`config.mk`:
```
export PLATFORM = sky130hd
export DESIGN_NAME = store_buffer_ctrl_flat
export DESIGN_NICKNAME = d
export VERILOG_FILES = /design/src/rtl/store_buffer_ctrl_pkg.sv /design/src/rtl/store_buffer_ctrl_if.sv /design/src/rtl/store_buffer_match.sv /design/src/rtl/store_buffer_ctrl.sv /design/src/flat_wrapper.sv
export SDC_FILE = /design/constraint.sdc
export NUM_CORES = 1
export LEC_CHECK = 0
export ABC_AREA = 1
export BUFFER_PORTS_ARGS = -buffer_cell sky130_fd_sc_hd__buf_2
export CAP_MARGIN = 0
export CORE_UTILIZATION = 30
export DETAILED_ROUTE_END_ITERATION = 8
export GPL_TIMING_DRIVEN = 1
export SKIP_CTS_REPAIR_TIMING = 1
export SYNTH_ARGS = -nofsm -noshare
export SYNTH_HDL_FRONTEND = slang
export SYNTH_SLANG_ARGS = --single-unit
```
`constraint.sdc`:
```
create_clock -name clk -period 8 [get_ports clk]
set_clock_uncertainty 0.05 [all_clocks]
set_input_delay 2 -clock clk [delete_from_list [all_inputs] [get_ports clk]]
set_output_delay 2 -clock clk [all_outputs]
set_load 0.01 [all_outputs]
```
`src/rtl/store_buffer_ctrl_pkg.sv`:
```
// Shared types for the post-commit store buffer: the committed-store record,
// the geometry constants, and the word-granular address compare.
package store_buffer_ctrl_pkg;

  localparam int ADDR_WIDTH         = 32;
  localparam int DATA_WIDTH         = 32;
  localparam int STRB_WIDTH         = DATA_WIDTH / 8;
  localparam int WORD_OFF_W         = $clog2(STRB_WIDTH);
  localparam int STORE_BUFFER_DEPTH = 4;

  typedef struct packed {
    logic                  valid;
    logic [STRB_WIDTH-1:0] wstrb;
    logic [ADDR_WIDTH-1:0] waddr;
    logic [DATA_WIDTH-1:0] wdata;
  } store_req_t;

  // Two byte addresses hit the same word when they differ only in the byte offset.
  function automatic logic word_match(input logic [ADDR_WIDTH-1:0] a,
                                      input logic [ADDR_WIDTH-1:0] b);
    return ((a ^ b) >> WORD_OFF_W) == '0;
  endfunction

endpackage

```
`src/rtl/store_buffer_ctrl_if.sv`:
```
// Commit-side, DCache-side and load-query signals of the store buffer,
// bundled with a slave view for the buffer and a master view for its environment.
interface store_buffer_ctrl_if
  #(parameter int SB_DEPTH = store_buffer_ctrl_pkg::STORE_BUFFER_DEPTH);
  import store_buffer_ctrl_pkg::*;

  store_req_t                  enq_req_i;
  logic                        enq_ready_o;
  store_req_t                  dcache_req_o;
  logic                        dcache_ready_i;
  logic                        load_query_valid_i;
  logic [ADDR_WIDTH-1:0]       load_query_addr_i;
  logic                        load_conflict_o;
  logic                        drain_req_i;
  logic                        empty_o;
  logic [$clog2(SB_DEPTH):0]   count_o;

  modport slave (
    input  enq_req_i, dcache_ready_i, load_query_valid_i, load_query_addr_i, drain_req_i,
    output enq_ready_o, dcache_req_o, load_conflict_o, empty_o, count_o
  );

  modport master (
    output enq_req_i, dcache_ready_i, load_query_valid_i, load_query_addr_i, drain_req_i,
    input  enq_ready_o, dcache_req_o, load_conflict_o, empty_o, count_o
  );

endinterface

```
`src/rtl/store_buffer_match.sv`:
```
// Combinational vector of word comparators: each candidate address against one query.
module store_buffer_match
  import store_buffer_ctrl_pkg::*;
#(
  parameter int N = 1
) (
  input  logic [ADDR_WIDTH-1:0]        query,
  input  logic [N-1:0][ADDR_WIDTH-1:0] cand,
  output logic [N-1:0]                 hit
);

  always_comb begin
    hit = '0;
    for (int i = 0; i < N; i++) hit[i] = word_match(cand[i], query);
  end

endmodule

```
`src/rtl/store_buffer_ctrl.sv`:
```
// In-order post-commit store buffer with youngest-entry byte combining,
// one-per-handshake drain to the DCache and word-granular load conflict detection.
module store_buffer_ctrl
  import store_buffer_ctrl_pkg::*;
#(
  parameter int SB_DEPTH = STORE_BUFFER_DEPTH
) (
  input logic               clk,
  input logic               rst,
  store_buffer_ctrl_if.slave sb
);

  localparam int PTR_W = $clog2(SB_DEPTH);
  localparam int CNT_W = PTR_W + 1;

  store_req_t              mem [SB_DEPTH];
  logic [SB_DEPTH-1:0]     ent_vld;
  logic [PTR_W:0]          head;
  logic [PTR_W:0]          tail;

  logic [PTR_W-1:0]        head_idx;
  logic [PTR_W-1:0]        tail_idx;
  logic [PTR_W-1:0]        yng_idx;
  logic [CNT_W-1:0]        count;
  logic                    full;
  logic                    empty;

  logic [0:0][ADDR_WIDTH-1:0]        yng_addr;
  logic [0:0]                        yng_hit;
  logic [SB_DEPTH:0][ADDR_WIDTH-1:0] cand_addr;
  logic [SB_DEPTH:0]                 query_hit;

  logic                    merge_hit;
  logic                    accept;
  logic                    has_bytes;
  logic                    push;
  logic                    merge;
  logic                    pop;

  function automatic store_req_t merge_bytes(input store_req_t            old_e,
                                             input logic [STRB_WIDTH-1:0] strb,
                                             input logic [DATA_WIDTH-1:0] data);
    store_req_t m;
    m = old_e;
    for (int b = 0; b < STRB_WIDTH; b++)
      if (strb[b]) m.wdata[8*b +: 8] = data[8*b +: 8];
    m.wstrb = old_e.wstrb | strb;
    return m;
  endfunction

  assign head_idx = head[PTR_W-1:0];
  assign tail_idx = tail[PTR_W-1:0];
  assign yng_idx  = tail_idx - PTR_W'(1);
  assign count    = tail - head;
  assign empty    = (head == tail);
  assign full     = (head[PTR_W] != tail[PTR_W]) && (head_idx == tail_idx);

  // The head may already be on the DCache port, so only a non-head youngest entry merges.
  assign yng_addr[0] = mem[yng_idx].waddr;

  store_buffer_match #(.N(1)) u_merge_match (
    .query (sb.enq_req_i.waddr),
    .cand  (yng_addr),
    .hit   (yng_hit)
  );

  always_comb begin
    cand_addr = '0;
    for (int i = 0; i < SB_DEPTH; i++) cand_addr[i] = mem[i].waddr;
    cand_addr[SB_DEPTH] = sb.enq_req_i.waddr;
  end

  store_buffer_match #(.N(SB_DEPTH + 1)) u_load_match (
    .query (sb.load_query_addr_i),
    .cand  (cand_addr),
    .hit   (query_hit)
  );

  assign merge_hit = sb.enq_req_i.valid && (count >= CNT_W'(2)) && yng_hit[0];
  assign sb.enq_ready_o = !sb.drain_req_i && (!full || merge_hit);

  assign accept    = sb.enq_req_i.valid && sb.enq_ready_o;
  assign has_bytes = |sb.enq_req_i.wstrb;
  assign push      = accept && has_bytes && !merge_hit;
  assign merge     = accept && has_bytes && merge_hit;
  assign pop       = !empty && sb.dcache_ready_i;

  assign sb.load_conflict_o = sb.load_query_valid_i &&
                              ((|(query_hit[SB_DEPTH-1:0] & ent_vld)) ||
                               (sb.enq_req_i.valid && has_bytes && query_hit[SB_DEPTH]));

  always_comb begin
    sb.dcache_req_o       = mem[head_idx];
    sb.dcache_req_o.valid = !empty;
  end

  assign sb.empty_o = empty;
  assign sb.count_o = count;

  // Pointer/valid update: enqueue and pop never touch the same slot in one cycle.
  always_ff @(posedge clk or posedge rst) begin
    if (rst) begin
      head    <= '0;
      tail    <= '0;
      ent_vld <= '0;
    end else begin
      if (pop) begin
        head              <= head + CNT_W'(1);
        ent_vld[head_idx] <= 1'b0;
      end
      if (push) begin
        tail              <= tail + CNT_W'(1);
        ent_vld[tail_idx] <= 1'b1;
      end
    end
  end

  always_ff @(posedge clk) begin
    if (push)
      mem[tail_idx] <= sb.enq_req_i;
    else if (merge)
      mem[yng_idx]  <= merge_bytes(mem[yng_idx], sb.enq_req_i.wstrb, sb.enq_req_i.wdata);
  end

endmodule

```
`src/flat_wrapper.sv`:
```
// flat-port wrapper written by rule: the top's interface ports become plain ports
module store_buffer_ctrl_flat import store_buffer_ctrl_pkg::*;
#(
  parameter int SB_DEPTH = STORE_BUFFER_DEPTH
)
  (clk, rst, sb_enq_req_i, sb_dcache_ready_i, sb_load_query_valid_i, sb_load_query_addr_i, sb_drain_req_i, sb_enq_ready_o, sb_dcache_req_o, sb_load_conflict_o, sb_empty_o, sb_count_o);
  store_buffer_ctrl_if #(.SB_DEPTH(SB_DEPTH)) sb_i ();
  input logic clk;
  input logic rst;
  input wire logic [$bits(sb_i.enq_req_i)-1:0] sb_enq_req_i;
  input wire logic [$bits(sb_i.dcache_ready_i)-1:0] sb_dcache_ready_i;
  input wire logic [$bits(sb_i.load_query_valid_i)-1:0] sb_load_query_valid_i;
  input wire logic [$bits(sb_i.load_query_addr_i)-1:0] sb_load_query_addr_i;
  input wire logic [$bits(sb_i.drain_req_i)-1:0] sb_drain_req_i;
  output wire logic [$bits(sb_i.enq_ready_o)-1:0] sb_enq_ready_o;
  output wire logic [$bits(sb_i.dcache_req_o)-1:0] sb_dcache_req_o;
  output wire logic [$bits(sb_i.load_conflict_o)-1:0] sb_load_conflict_o;
  output wire logic [$bits(sb_i.empty_o)-1:0] sb_empty_o;
  output wire logic [$bits(sb_i.count_o)-1:0] sb_count_o;
  assign sb_i.enq_req_i = sb_enq_req_i;
  assign sb_i.dcache_ready_i = sb_dcache_ready_i;
  assign sb_i.load_query_valid_i = sb_load_query_valid_i;
  assign sb_i.load_query_addr_i = sb_load_query_addr_i;
  assign sb_i.drain_req_i = sb_drain_req_i;
  assign sb_enq_ready_o = sb_i.enq_ready_o;
  assign sb_dcache_req_o = sb_i.dcache_req_o;
  assign sb_load_conflict_o = sb_i.load_conflict_o;
  assign sb_empty_o = sb_i.empty_o;
  assign sb_count_o = sb_i.count_o;
  store_buffer_ctrl #(.SB_DEPTH(SB_DEPTH)) u_core (.clk(clk), .rst(rst), .sb(sb_i));
endmodule
```
==> results.py, run 1 <==
metrics = {
    "sta": {
        "slew-limit-headroom_pct": 25.7,
        "tightest_slew_ns": 1.11,
        "rsz0062_at_grt": "false",
        "fin_ws_ns": 0.796,
        "maxSlewViolCount": 0,
        "fin_tns_setup_ns": 0,
        "fmax_ghz": 0.139,
        "post-route-period-util_pct": 90.0,
        "finalHoldViolCount": 0,
        "finalCriticalPeriod_ns": 7.20,
        "setup_viol": 0,
    },
    "clocking": {
        "h-tree-depth": 2,
        "cts_tree": "yes",
        "numCtsBuffers": 34,
        "cts-root-buf": "clkbuf_16",
        "path_clk_slew_ns": 0.06,
        "clock_latency_ns": 0.55,
        "cts.sinks": 282,
        "clockBufferDepth": 3,
    },
    "die": {
        "start_util_pct": 30.5,
        "die_h_um": 236,
        "ios": 181,
        "placementRows": 85,
        "dieArea_sq_um": 55800,
        "coreArea_sq_um": 54000,
        "die_w_um": 236,
    },
    "final_layout": {
        "area_growth_pct": 15.1,
        "mostFrequentLayoutCells": "517 x nand2_1, 272 x edfxtp_1, 203 x o21ai_0",
        "final_area_sq_um": 18900,
        "drive_above_1_share_pct": 13.0,
        "layout.nets": 2162,
        "fillers": 5524,
        "final_common_cell": "nand2_1",
    },
    "synth": {
        "ys.warnings.count": 0,
        "synth_edf_count": 272,
        "synthArstFlopShare_pct": 3.55,
        "syn_area_sq_um": 16500,
        "ys_types": 42,
        "syn_inst": 1952,
        "synth_ff_type": "edfxtp_1",
        "synth_seq_cells": 282,
        "syn_area_per_cell_sq_um": 8.43,
        "synth_fp_nets": 2069,
        "yosysSeqAreaShare_pct": 51.2,
    },
    "drt": {
        "num_vias": 15300,
        "wire_per_inst_um": 22.9,
        "drt-vias-per-instance": 5.52,
        "dr.pass1.iters": 6,
        "wl_mm": 63.4,
        "antenna_left": 0,
        "drt_iter0_drc": 1505,
        "post-route-drc-count": 0,
    },
    "min_path": {
        "whs_path_depth": 1,
        "hold_class": "reg2reg",
    },
    "worst_setup_path": {
        "reg2reg_depth": 17,
        "cp_max_fo": 70,
        "worst_setup_path_end_kind": "output pin",
        "r2r_setup_slack_ns": 1.44,
        "cp.arrival_ns": 5.15,
        "slowest_stage": "dfrtp_4",
        "cp_common_cell": "nand2_1",
        "crit_chain": "inv_4, ha_1, clkinv_2, nand3_1, nand3_1, nand2_1, nand2_1, nor2_1, nand2_1, nor2_1, nand2_1, a21oi_4, buf_2",
        "slowest_delay_ns": 0.98,
        "start_kind": "flip-flop",
        "path_class": "reg2out",
        "cp.required_ns": 5.95,
    },
    "power_and_ir_drop": {
        "pwr-share-comb_pct": 50.6,
        "power.density_nw_per_um2": 430,
        "p_switching_mw": 3.91,
        "ir_drop_v": 0.000227,
        "leakage_nw": 7.47,
        "power.share.clock_pct": 18.6,
        "p_seq_share_pct": 30.8,
        "power_mw": 8.15,
        "p_sw_share_pct": 48.0,
        "p_int_mw": 4.23,
    },
    "global_route": {
        "grt_max_degree": 83,
        "grt_overflow_total": 0,
        "gr-usage-all-layers_pct": 22.1,
        "grt_pass1_wl_mm": 92.5,
        "antenna_found_initial": 7,
        "first_global_vias": 14400,
    },
    "placement": {
        "placed_cell_area_sq_um": 17900,
        "post-place-ws_ns": 1.51,
        "dp.final_hpwl_mm": 43.2,
        "place.port_buffers": 178,
        "gp_congestion": 1.01,
    },
    "outcome": {
        "status": "finished, final reports clean",
    },
    "job": {
        "maxCapViolCount": 0,
    },
}
## routing by layer
metal	global-route usage, %	routed length (um)	vias to the layer above
met2	35.2	28700	745
met5	0	65	-
met1	29.5	26400	7404
li1	-	-	7004
met4	7.50	2040	10
met3	5.06	6230	113
## flip-flops by register name, summed over array words and instances, names as in the netlist
signal	cells
u_core.ent_vld	4
u_core.head	3
u_core.mem	272
u_core.tail	3
## power groups by stage
stage	logic [mW]	clock network [mW]	registers, mW
after floorplan	2.66	0	2.34
after global placement	4.03	0	2.50
after detailed placement	4.09	0	2.52
after CTS	4.11	1.55	2.49
after global routing	4.50	1.60	2.54
final	4.12	1.52	2.51
## Yosys cell counts (all sizes together), types with 2 or more instances
cell	count	area [sq um]
dfrtp	10	250
and2	2	12.5
o21ai	235	1180
buf	33	185
edfxtp	272	8170
a22o	13	114
nand3b	2	15.0
nand3	111	568
nor4	16	100
a32o	38	380
clkinv	4	15.0
inv	132	495
a2111oi	2	17.5
ha	10	125
nor3	5	25.0
o22ai	96	601
xnor2	29	254
nand4	24	150
xor2	23	201
a221oi	17	149
or2	9	56.3
nand2	517	1940
a211oi	2	15.0
clkbuf	107	402
nor2	183	687
a21oi	51	267
## final cells by class
class                      count  area [sq um]  share of cell area [%]
inverter                     136           517                    2.73
sequential                   282          8430                    44.5
timing repair buffer         197          1080                    5.72
antenna                        1          2.50                  0.0132
clock inverter                20           190                    1.00
clock buffer                  40           883                    4.66
tap                          696           871                    4.60
multi-input combinational   1394          6970                    36.8
## through the flow
step | hold WS, ns | util (%) | cells
finish | 0.472 | 35.1 | 2766
global route | 0.513 | 35.1 | 2765
CTS | 0.474 | 35.1 | 2765
detailed placement | 0.463 | 33.1 | 2705
global placement | 0.454 | 33.1 | 2705
floorplan | 0.403 | - | 1952
## final timing paths
path,start,to
min reg2reg,u_core.tail[2],u_core.tail[2]
min in group asynchronous,rst,u_core.head[2]
max reg2reg,u_core.tail[0],u_core.mem[0][45]
max in group asynchronous,rst,u_core.head[0]
min,u_core.tail[2],u_core.tail[2]
max,u_core.tail[0],sb_enq_ready_o
## critical path: cells and delay by family, from the launching register on
family                     cells  cell delay [ns]
AOI/OAI and AO/OA              1             0.22
DFF                            1             0.98
buffers and inverters          3             1.46
adders and majority gates      1             0.45
and+or+nand+nor                8             1.38
## kinds of logic (layout without fill, tap and decap cells)
family                     Yosys count  in the layout  share of synthesized area [%]
AOI/OAI and AO/OA                  461            461                           16.9
xor gates and xnor gates            52             52                           2.77
adders and majority gates           11             11                          0.882
buffers and inverters              276            393                           6.67
DFF                                282            282                           51.2
other                                0              1                              0
and+or+nand+nor                    870            870                           21.6
Power figures use the tool's default switching activity.
==> inputs of run 2 (changes only) <==
Clock period 8 ns to 7.05 ns, I/O delays scaled along.
==> results.py, run 2 (synthesized netlist as in run 1, its figures left out) <==
metrics = {
    "die": {
        "die_h_um": 236,
        "ios": 181,
        "die_w_um": 236,
        "placementRows": 85,
        "start_util_pct": 30.5,
        "dieArea_sq_um": 55800,
        "coreArea_sq_um": 54000,
    },
    "final_layout": {
        "largest_register_ffs": 272,
        "mostFrequentLayoutCells": "517 x nand2_1, 272 x edfxtp_1, 203 x o21ai_0",
        "multi_input_area_sq_um": 6970,
        "fillers": 5558,
        "drive_above_1_share_pct": 12.7,
        "ff_latch_area_sq_um": 8430,
        "layout.nets": 2163,
        "largestRegisters": "u_core.mem (272), u_core.ent_vld (4)",
        "final_common_cell": "nand2_1",
        "area_growth_pct": 14.4,
        "final_area_sq_um": 18800,
        "top_register": "u_core.mem",
    },
    "sta": {
        "maxSlewViolCount": 0,
        "slew-limit-headroom_pct": 37.3,
        "setup_viol": 0,
        "whs_ns": 0.469,
        "fin_ws_ns": 1.02,
        "fmax_ghz": 0.166,
        "rsz0062_at_grt": "false",
        "post-route-period-util_pct": 85.5,
        "finalCriticalPeriod_ns": 6.03,
        "fin_tns_setup_ns": 0,
        "finalHoldViolCount": 0,
        "tightest_slew_ns": 0.941,
    },
    "drt": {
        "drt_iter0_drc": 1473,
        "dr.pass1.iters": 6,
        "drt-vias-per-instance": 5.46,
        "num_vias": 15100,
        "antenna_left": 0,
        "wl_mm": 63.3,
        "wire_per_inst_um": 22.9,
        "post-route-drc-count": 0,
    },
    "clocking": {
        "cts_tree": "yes",
        "numCtsBuffers": 31,
        "cts.sinks": 282,
        "path_clk_slew_ns": 0.06,
        "clock_latency_ns": 0.60,
        "clockBufferDepth": 3,
        "h-tree-depth": 1,
        "cts-root-buf": "clkbuf_16",
    },
    "power_and_ir_drop": {
        "power_mw": 9.09,
        "leakage_nw": 7.44,
        "power.density_nw_per_um2": 483,
        "ir_drop_v": 0.000324,
    },
    "worst_setup_path": {
        "cp.required_ns": 5.24,
        "cp_max_fo": 75,
        "cp.arrival_ns": 4.21,
        "path_class": "reg2out",
        "start_kind": "flip-flop",
        "worst_setup_path_end_kind": "output pin",
    },
    "global_route": {
        "gr-usage-all-layers_pct": 22.1,
        "grt_max_degree": 76,
        "grt_overflow_total": 0,
        "grtUsageMet2_pct": 35.9,
        "grt-busiest-layer": "met2",
        "grt_pass1_wl_mm": 93.1,
        "first_global_vias": 14600,
        "use_met1_pct": 29.3,
        "antenna_found_initial": 8,
        "grt.met3_usage_pct": 5.79,
    },
    "placement": {
        "dp.final_hpwl_mm": 43.3,
        "gp_congestion": 1.01,
        "place.port_buffers": 178,
        "post-place-ws_ns": 1.58,
        "placed_cell_area_sq_um": 17800,
    },
    "outcome": {
        "status": "finished, final reports clean",
    },
    "job": {
        "maxCapViolCount": 0,
    },
    "min_path": {
        "hold_class": "reg2reg",
    },
}
## run 2: cell count changes in the layout (fill, tap and decap cells not counted), sizes merged
cell,previous run,this run
inv,133,132
bufinv,2,3
diode,1,4
clkinvlp,4,0
clkinv,17,19
clkbuf,40,37
buf,197,201
## run 2: critical path, stage by stage, from the launching register on
cell     delay [ns]
dfrtp_4        0.42
buf_4          0.61
buf_4          0.84
nand2_1        0.11
nand3_1        0.14
nand3_1        0.11
nand2_1        0.31
nand2_1        0.11
nor2_1         0.11
nand2_1        0.06
nor2_1         0.09
nand2_1        0.14
a21oi_4        0.24
buf_2          0.21
## run 2: worst paths after layout
check / start / endpoint / slack (ns) / cells after the start
worst max-delay path: u_core.tail[0] / sb_enq_ready_o / 1.02 / 13
worst min-delay path: u_core.tail[2] / u_core.tail[2] / 0.47 / 1
worst max register to register: u_core.tail[0] / u_core.mem[0][55] / 1.87 / 17
worst min register to register: u_core.tail[2] / u_core.tail[2] / 0.47 / 1
max in group asynchronous: rst / u_core.tail[0] / 5.52 / 2
min in group asynchronous: rst / u_core.head[0] / 1.10 / 2
## run 2: layer usage
metal	up-vias	part of all wire [%]
met1	7290	42
met2	695	46
met3	112	9.2
met5	-	0.10
li1	7008	-
met4	10	2.5
## run 2: power by group
group	internal [mW]	total [mW]	leakage [nW]	switching (mW)
clock network	0.911	1.60	0.475	0.686
registers	2.39	2.83	2.63	0.436
logic	1.42	4.67	4.34	3.25
total	4.72	9.09	7.44	4.37
## run 2: through the flow
step	std cells	utilization, %
6_report	2768	34.8
5_1_grt	2766	34.8
4_1_cts	2764	34.8
3_5_place_dp	2709	33.0
3_3_place_gp	2709	33.0
2_1_floorplan	1952	-
## run 2: cell type report
cell class              instances  area share [%]
flip-flops and latches        282            44.8
multi-input cells            1394            37.0
repair buffers                201            5.65
well taps                     696            4.63
clock buffers                  37            4.24
inverters                     136            2.74
clock inverters                18           0.917
diodes                          4          0.0532
